$ cat src/rtl/tlc_monitor.sv
// ---------------------------------------------------------------------------
// tlc_monitor
// Watches the six lamp drives of a two-street traffic-light controller,
// tracks the legal phase sequence and latches the cause of the first fault.
//
// Optional feature: define TLC_MONITOR_STATS_EN to add the CYCLES and
// MAXGREEN_A statistics outputs. With the macro undefined those ports and
// their logic are absent and the rest of the block is unchanged.
// ---------------------------------------------------------------------------
module tlc_monitor #(
    parameter int DWELL_W     = 8,
    parameter int GREEN_LIMIT = 0
) (
    input  logic               CLK,
    input  logic               RESET,
    input  logic               ALRED,
    input  logic               ALYELLOW,
    input  logic               ALGREEN,
    input  logic               BLRED,
    input  logic               BLYELLOW,
    input  logic               BLGREEN,
    output logic [2:0]         PHASE,
    output logic               ERR,
`ifdef TLC_MONITOR_STATS_EN
    output logic [2:0]         ERRCODE,
    output logic [DWELL_W-1:0] CYCLES,
    output logic [DWELL_W-1:0] MAXGREEN_A
`else
    output logic [2:0]         ERRCODE
`endif
);

    // Phase encoding is visible on PHASE, so the values are fixed.
    typedef enum logic [2:0] {
        S_INIT  = 3'd0,
        S_AG    = 3'd1,
        S_AY1   = 3'd2,
        S_AY2   = 3'd3,
        S_BG    = 3'd4,
        S_BY1   = 3'd5,
        S_BY2   = 3'd6,
        S_FAULT = 3'd7
    } state_t;

    // Decoded lamp vector.
    typedef enum logic [2:0] {
        L_GA  = 3'd0,
        L_YA  = 3'd1,
        L_GB  = 3'd2,
        L_YB  = 3'd3,
        L_ILL = 3'd4
    } lamp_t;

    // Fault causes reported on ERRCODE.
    localparam logic [2:0] C_NONE    = 3'd0;
    localparam logic [2:0] C_ILLEGAL = 3'd1;
    localparam logic [2:0] C_TRANS   = 3'd2;
    localparam logic [2:0] C_YSHORT  = 3'd3;
    localparam logic [2:0] C_YLONG   = 3'd4;
    localparam logic [2:0] C_START   = 3'd5;
    localparam logic [2:0] C_STARVE  = 3'd6;

    localparam logic [31:0] LIMIT_U = 32'(GREEN_LIMIT);

    state_t               state;
    state_t               state_next;
    lamp_t                lamp;
    logic [2:0]           fault_code;
    logic [DWELL_W-1:0]   dwell;
    logic [DWELL_W-1:0]   dwell_inc;
    logic                 limit_hit;
    logic                 err_q;
    logic [2:0]           code_q;
`ifdef TLC_MONITOR_STATS_EN
    logic [DWELL_W-1:0]   cycles_q;
    logic [DWELL_W-1:0]   maxg_q;
    logic [DWELL_W-1:0]   cycles_inc;
`endif

    // Classify the six lamp drives into one of the five lamp codes.
    always_comb begin
        lamp = L_ILL;
        case ({ALRED, ALYELLOW, ALGREEN, BLRED, BLYELLOW, BLGREEN})
            6'b001_100: lamp = L_GA;
            6'b010_100: lamp = L_YA;
            6'b100_001: lamp = L_GB;
            6'b100_010: lamp = L_YB;
            default:    lamp = L_ILL;
        endcase
    end

    // Saturating dwell increment and green-starvation detection.
    always_comb begin
        dwell_inc = (dwell == '1) ? dwell : dwell + 1'b1;
        limit_hit = (LIMIT_U != 32'd0) && (32'(dwell_inc) >= LIMIT_U);
    end

    // Next-state logic; any nonzero fault code forces FAULT.
    always_comb begin
        state_next = state;
        fault_code = C_NONE;
        case (state)
            S_INIT: begin
                case (lamp)
                    L_GA:    state_next = S_AG;
                    L_ILL:   fault_code = C_ILLEGAL;
                    default: fault_code = C_START;
                endcase
            end
            S_AG: begin
                case (lamp)
                    L_GA:    if (limit_hit) fault_code = C_STARVE;
                    L_YA:    state_next = S_AY1;
                    L_ILL:   fault_code = C_ILLEGAL;
                    default: fault_code = C_TRANS;
                endcase
            end
            S_AY1: begin
                case (lamp)
                    L_YA:    state_next = S_AY2;
                    L_GB:    fault_code = C_YSHORT;
                    L_ILL:   fault_code = C_ILLEGAL;
                    default: fault_code = C_TRANS;
                endcase
            end
            S_AY2: begin
                case (lamp)
                    L_GB:    state_next = S_BG;
                    L_YA:    fault_code = C_YLONG;
                    L_ILL:   fault_code = C_ILLEGAL;
                    default: fault_code = C_TRANS;
                endcase
            end
            S_BG: begin
                case (lamp)
                    L_GB:    if (limit_hit) fault_code = C_STARVE;
                    L_YB:    state_next = S_BY1;
                    L_ILL:   fault_code = C_ILLEGAL;
                    default: fault_code = C_TRANS;
                endcase
            end
            S_BY1: begin
                case (lamp)
                    L_YB:    state_next = S_BY2;
                    L_GA:    fault_code = C_YSHORT;
                    L_ILL:   fault_code = C_ILLEGAL;
                    default: fault_code = C_TRANS;
                endcase
            end
            S_BY2: begin
                case (lamp)
                    L_GA:    state_next = S_AG;
                    L_YB:    fault_code = C_YLONG;
                    L_ILL:   fault_code = C_ILLEGAL;
                    default: fault_code = C_TRANS;
                endcase
            end
            S_FAULT: state_next = S_FAULT;
            default: fault_code = C_ILLEGAL;
        endcase
        if (fault_code != C_NONE) state_next = S_FAULT;
    end

    // State, dwell counter and first-fault capture.
    always_ff @(posedge CLK) begin
        if (RESET) begin
            state  <= S_INIT;
            dwell  <= '0;
            err_q  <= 1'b0;
            code_q <= C_NONE;
        end else begin
            state <= state_next;
            if ((state_next == S_AG || state_next == S_BG) && state_next != state)
                dwell <= '0;
            else if (state == S_AG || state == S_BG)
                dwell <= dwell_inc;
            if (state != S_FAULT && state_next == S_FAULT) begin
                err_q  <= 1'b1;
                code_q <= fault_code;
            end
        end
    end

`ifdef TLC_MONITOR_STATS_EN
    // Saturating increment for the completed-cycle counter.
    always_comb begin
        cycles_inc = (cycles_q == '1) ? cycles_q : cycles_q + 1'b1;
    end

    // Statistics; both only move on legal transitions, so they freeze in FAULT.
    always_ff @(posedge CLK) begin
        if (RESET) begin
            cycles_q <= '0;
            maxg_q   <= '0;
        end else begin
            if (state == S_BY2 && state_next == S_AG)
                cycles_q <= cycles_inc;
            // dwell_inc here counts every AG cycle including the exiting one.
            if (state == S_AG && state_next == S_AY1 && dwell_inc > maxg_q)
                maxg_q <= dwell_inc;
        end
    end
`endif

    // Drive the outputs straight from the registers.
    always_comb begin
        PHASE   = state;
        ERR     = err_q;
        ERRCODE = code_q;
`ifdef TLC_MONITOR_STATS_EN
        CYCLES     = cycles_q;
        MAXGREEN_A = maxg_q;
`endif
    end

endmodule

$ cat config.mk
export PLATFORM = sky130hd
export DESIGN_NAME = tlc_monitor
export DESIGN_NICKNAME = d
export VERILOG_FILES = /design/src/rtl/tlc_monitor.sv
export SDC_FILE = /design/constraint.sdc
export NUM_CORES = 1
export LEC_CHECK = 0
export BUFFER_PORTS_ARGS = -buffer_cell sky130_fd_sc_hd__clkbuf_2
export CAP_MARGIN = 10
export CORE_ASPECT_RATIO = 1.2
export CORE_MARGIN = 5
export CORE_UTILIZATION = 33
export DETAILED_ROUTE_END_ITERATION = 12
export HOLD_SLACK_MARGIN = 0.12
export SYNTH_ARGS = -nofsm -noshare
export SYNTH_HDL_FRONTEND = slang
export SYNTH_SLANG_ARGS = --single-unit
export TNS_END_PERCENT = 100
$ cat constraint.sdc
create_clock -name CLK -period 3 [get_ports CLK]
set_clock_uncertainty 0.15 [all_clocks]
set_input_delay 0.6 -clock CLK [delete_from_list [all_inputs] [get_ports CLK]]
set_output_delay 0.6 -clock CLK [all_outputs]
set_load 0.02 [all_outputs]
; After elaboration in Yosys (flattened, before gate mapping)
; Index checks and enable logic that the tools add are counted.
[classes]
n_mux = 17
n_reduce_logical = 7
eq_ne = 17
[ops]
columns = cell, n
row1 = one-hot mux 3 bit (7 select lines), 2
row2 = two-way mux 3 bit, 7
row3 = "equality test 3 bit, second input constant", 6
row4 = one-hot mux 3 bit (3 select lines), 2
row5 = "equality test 3 x 2 -> 1 bit, second input constant", 4
row6 = "equality test 6 bit, second input constant", 2
row7 = one-hot mux 2 bit (3 select lines), 2
row8 = one-hot mux 3 bit (4 select lines), 1
row9 = one-hot mux 2 bit (2 select lines), 2
row10 = "equality test 3 x 1 -> 1 bit, second input constant", 2
row11 = "equality test 6 x 4 -> 1 bit, second input constant", 1
row12 = "equality test 6 x 5 -> 1 bit, second input constant", 1
row13 = logical NOT 3 bit, 2
row14 = one-hot mux 3 bit (2 select lines), 1
row15 = OR reduction 2 bit, 3
row16 = "!= test 3 bit, second input constant", 1
row17 = nonzero test 3 bit, 1
row18 = logical AND 1 bit, 1
[totals]
register_bits = 7
output_inout_bits = 7
inputBits = 8
wordCells = 44

; Depth between registers and ports, before layout
[logic_depth]
depth_word = 10
mapped_depth = 7
ltp_nobuf = 6

; Least setup slack after synthesis
; Ideal clock, no wire load.
[synth_path]
kind = input to register
from = in ALRED
to = reg err_q, in the netlist ERR
t_required_ps = 2780
path_slack_ps = 719
t_arrival_ps = 2061
setup_time_ps = 70
path_buffers = 0
stages = 6
path_cell_list = or4b_4 -> or3_4 -> o22ai_2 -> nor2_2 -> nor3b_2 -> a21oi_1
[synth_between]
elab_chain_cells = 10
elab_cells_between_ends = 31
classes_between = eq/ne: 9 / mux: 17 / reduce/logical: 5
[synth_lines]
columns = element, line_no
row1 = start: declaration, 16  ; input logic ALRED,
row2 = equality test 6 bit (tied with other cells), 83  ; case ({ALRED, ALYELLOW, ALGREEN, BLRED, BLYELLOW, BLGREEN})
row3 = one-hot mux 3 bit (4 select lines) (*), 83
row4 = equality test 3 x 2 -> 1 bit (tied with other cells), "135, 143, 151"
row5 = OR reduction 2 bit (no source line), n/a
row6 = one-hot mux 2 bit (2 select lines) (on tied branches), "135, 111"
row7 = one-hot mux 3 bit (7 select lines), 102  ; case (state)
row8 = nonzero test 3 bit, 161  ; if (fault_code != C_NONE) state_next = S_FAULT;
row9 = two-way mux 3 bit (*), 161
row10 = equality test 3 bit (*), 177  ; if (state != S_FAULT && state_next == S_FAULT) begin
row11 = logical AND 1 bit (*), 177
row12 = end signal: assignment, 169  ; err_q <= 1'b0;
row13 = end signal: assignment, 178  ; err_q <= 1'b1;
row14 = end: declaration, 72  ; logic err_q;
; Every way passes the cells marked *; elsewhere a longest branch is shown, timed or not.
; A chain may end at the register's enable or synchronous reset.

; Worst setup path in the final report
[layout_path]
from = in ALGREEN
to = reg code_q[2], in the netlist ERRCODE[2]
[layout_between]
elab_chain_cells = 10
elab_cells_between_ends = 31
classes_between = eq/ne: 9 / mux: 17 / reduce/logical: 5
[layout_lines]
columns = element, line_no
row1 = start: declaration, 18  ; input logic ALGREEN,
row2 = equality test 6 bit (tied with other cells), 83
row3 = one-hot mux 3 bit (4 select lines) (*), 83
row4 = equality test 3 x 2 -> 1 bit (tied with other cells), "135, 143, 151"
row5 = OR reduction 2 bit (no source line), n/a
row6 = one-hot mux 2 bit (2 select lines) (on tied branches), "135, 111"
row7 = one-hot mux 3 bit (7 select lines), 102
row8 = nonzero test 3 bit, 161
row9 = two-way mux 3 bit, 161
row10 = equality test 3 bit, 177
row11 = logical AND 1 bit, 177
row12 = end signal: assignment, 179  ; code_q <= fault_code;
row13 = end: declaration, 73  ; logic [2:0] code_q;
; Marks and branches as above.

==> results.sh <==
export IMPL_rsz0062_at_grt="no"
export IMPL_maxCapViolations=0
export IMPL_worstHoldPathType="reg2reg"
export IMPL_startpoint_type="input pin"
export IMPL_r2r_cells=6
export IMPL_p_per_area_nw_per_um2=481
export IMPL_fin_tns_setup_ns=0
export IMPL_vias=710
export IMPL_wl_per_cell_um=13.7
export IMPL_path_clk_slew_ns=0.05
export IMPL_drc_errors=0
export IMPL_status="complete, no violations"
export IMPL_drive_gt1_share_pct=27.6
export IMPL_final_max_slew_viol_count=0
export IMPL_p_int_mw=0.214
export IMPL_hold_end="ERR"
export IMPL_r2r_end="ERRCODE[2]"
export IMPL_synthDistinctLibCells=35
export IMPL_cp_slowest_cell="nor4b_2"
export IMPL_die_y_um=58.4
export IMPL_grt_pass1_vias=682
export IMPL_reg2reg_from="PHASE[2]"
export IMPL_async_reset_ff_share_pct=0
export IMPL_worstPathRequired_ns=3.04
export IMPL_drt_pass1_iter_count=4
export IMPL_drtIter0Drc=27
export IMPL_syn_area_um2=644
export IMPL_worst_ep_arrival_time_ns=2.32
export IMPL_cts_resized=0
export IMPL_htreeDepth=1
export IMPL_cts_tree="built"
export IMPL_period_needed_ns=2.28
export IMPL_cts_buffer_depth=2
export IMPL_crit_chain="clkbuf_2 > nor4b_2 > a311oi_1 > o211ai_2 > o211ai_4 > or3_1 > a21oi_1"
export IMPL_synth_fp_nets=91
export IMPL_io_pins=15
export IMPL_clkPwrFrac_pct=23.8
export IMPL_hold_buffers=0
export IMPL_hpwlAfterDp_um=1210
export IMPL_crit_path_max_incr_delay_ns=0.59
export IMPL_hold_depth=2
export IMPL_grt_max_degree=16
export IMPL_tightest_slew_ns=0.614
export IMPL_ys_ff_latch=7
export IMPL_nNetsFinal=107
export IMPL_clk_latency_ns=0.25
export IMPL_grt_overflow_total=0
export IMPL_cts_buffers=3
export IMPL_die_w_um=50.3
export IMPL_syn_instance_count=83
export IMPL_synth_edff_count=0
export IMPL_avgSynthCellArea_um2=7.76
export IMPL_leakage_nw=0.270
export IMPL_ys_flop_type="dfxtp_1"
export IMPL_via_per_inst=6.07
export IMPL_switching_share_pct=40.9
export IMPL_io_buffers=14
export IMPL_ir_worst_vdd_v=0.000240
export IMPL_coreArea_um2=1850
export IMPL_num_rows=17
export IMPL_cts_root_buf="clkbuf_4"
export IMPL_postLayoutCellArea_um2=752
export IMPL_area_growth_pct=16.7
export IMPL_max_freq_ghz=0.438
export IMPL_seqPwrFrac_pct=37.3
export IMPL_p_total_mw=0.362
export IMPL_postCtsSetupRepairBufs=0
export IMPL_critPathKind="in2reg"
export IMPL_postRouteAntennaNets=0
export IMPL_max_slew_margin_pct=59.0
export IMPL_dpl_cell_area_um2=726
export IMPL_numClockSinks=7
export IMPL_initial_core_util_pct=34.8
export IMPL_yosysWarnings=0
export IMPL_comb_power_share_pct=38.9
export IMPL_antennaDiodeCount=0
export IMPL_p_switching_mw=0.148
export IMPL_worstPathMaxFanout=8
export IMPL_gp_congestion=0.818
export IMPL_routed_wl_um=1600
export IMPL_hold_violations=0
export IMPL_post_route_period_util_pct=76.1
export IMPL_end_kind="flop"
export IMPL_reg2reg_slack_ns=0.80
export IMPL_min_delay_start="ERR"
export IMPL_dieArea_um2=2940
export IMPL_antenna_found_initial=0
export IMPL_grt_total_usage_pct=12.3
export IMPL_grt_first_pass_wirelength_um=2880
export IMPL_setup_viol=0
export IMPL_ys_seq_area_share_pct=21.7
export IMPL_fillerInstances=183
[critical path: cells and delay by family]
kind,cells,cell delay (ns)
compound gates,4,0.70
buf+inv,1,0.11
simple gates,2,0.90
[state kept, by name, indices dropped and copies added, names as in the netlist]
signal,count
PHASE,3
ERR,1
ERRCODE,3
[layout by cell type, fill, tap and decap left out, drive strengths merged, types with 2 or more instances in the layout]
master and count:
a31oi 3, o21ai 3, a311o 2, nand2 7
inv 5, a311oi 2, nor3 3, nor2 6
a21oi 14, nor4b 2, nand2b 2, o211ai 2
or3 3, clkbuf 18, nor2b 3, dfxtp 7
nand3 3
[logic make-up (layout without fill, tap and decap cells)]
kind of cell / count (synthesis) / after routing / synth area share [%]
buf+inv: 8 / 23 / 4.85
compound gates: 31 / 31 / 35.1
simple gates: 37 / 37 / 38.3
flops: 7 / 7 / 21.7
[worst max path at each step]
stage / from / end
global placement: ALRED / ERR
global route: ALGREEN / PHASE[0]
CTS: ALRED / PHASE[2]
finish: ALGREEN / ERRCODE[2]
floorplan: ALRED / ERR
detailed placement: ALGREEN / ERRCODE[2]
[cell type report]
cell class                      instances  area [um^2]  share of cell area (%)
Sequential cell                         7          140                    18.6
Clock buffer                            4         26.3                    3.49
Tap cell                               19         23.8                    3.16
Inverter                                5         18.8                    2.50
Timing Repair Buffer                   14         70.1                    9.32
Multi-Input combinational cell         68          473                    62.9
[cell usage after synthesis (all sizes together), types with 2 or more instances]
library cell,count,area (um^2)
o21ai,3,15.0
inv,5,18.8
or3,3,23.8
nor2,6,25.0
nor4b,2,30.0
a311oi,2,17.5
o211ai,2,33.8
nand2b,2,12.5
a31oi,3,18.8
nand3,3,15.0
a21oi,14,70.1
a311o,2,20.0
dfxtp,7,140
nor3,3,15.0
nand2,7,26.3
clkbuf,2,7.51
nor2b,3,18.8
[power groups by stage]
stage	Clock [mW]	Sequential (mW)	Combinational (mW)
after floorplan	0	0.135	0.103
after detailed placement	0	0.136	0.141
after global placement	0	0.135	0.140
after global routing	0.0965	0.139	0.158
final	0.0860	0.135	0.141
after CTS	0.0913	0.134	0.142
[through the flow]
step	hold slack, ns	instances	setup WS, ns	util (%)
2_1_floorplan	0.366	83	0.719	-
3_3_place_gp	0.290	113	0.459	39.2
3_5_place_dp	0.292	113	0.453	39.2
4_1_cts	0.304	117	0.712	40.6
5_1_grt	0.337	117	0.538	40.6
6_report	0.302	117	0.716	40.6
[per-layer routing]
layer / up-vias / share of wire, % / track usage, % / routed length, um
met2: 32 / 44 / 19.9 / 710
li1: 348 / - / - / -
met3: 5 / 6.4 / 1.01 / 103
met4: 0 / 3.0 / 9.12 / 48
met5: - / 0 / 0 / 0
met1: 325 / 46 / 14.9 / 736
Note: power is estimated with default switching activity, not from simulation.
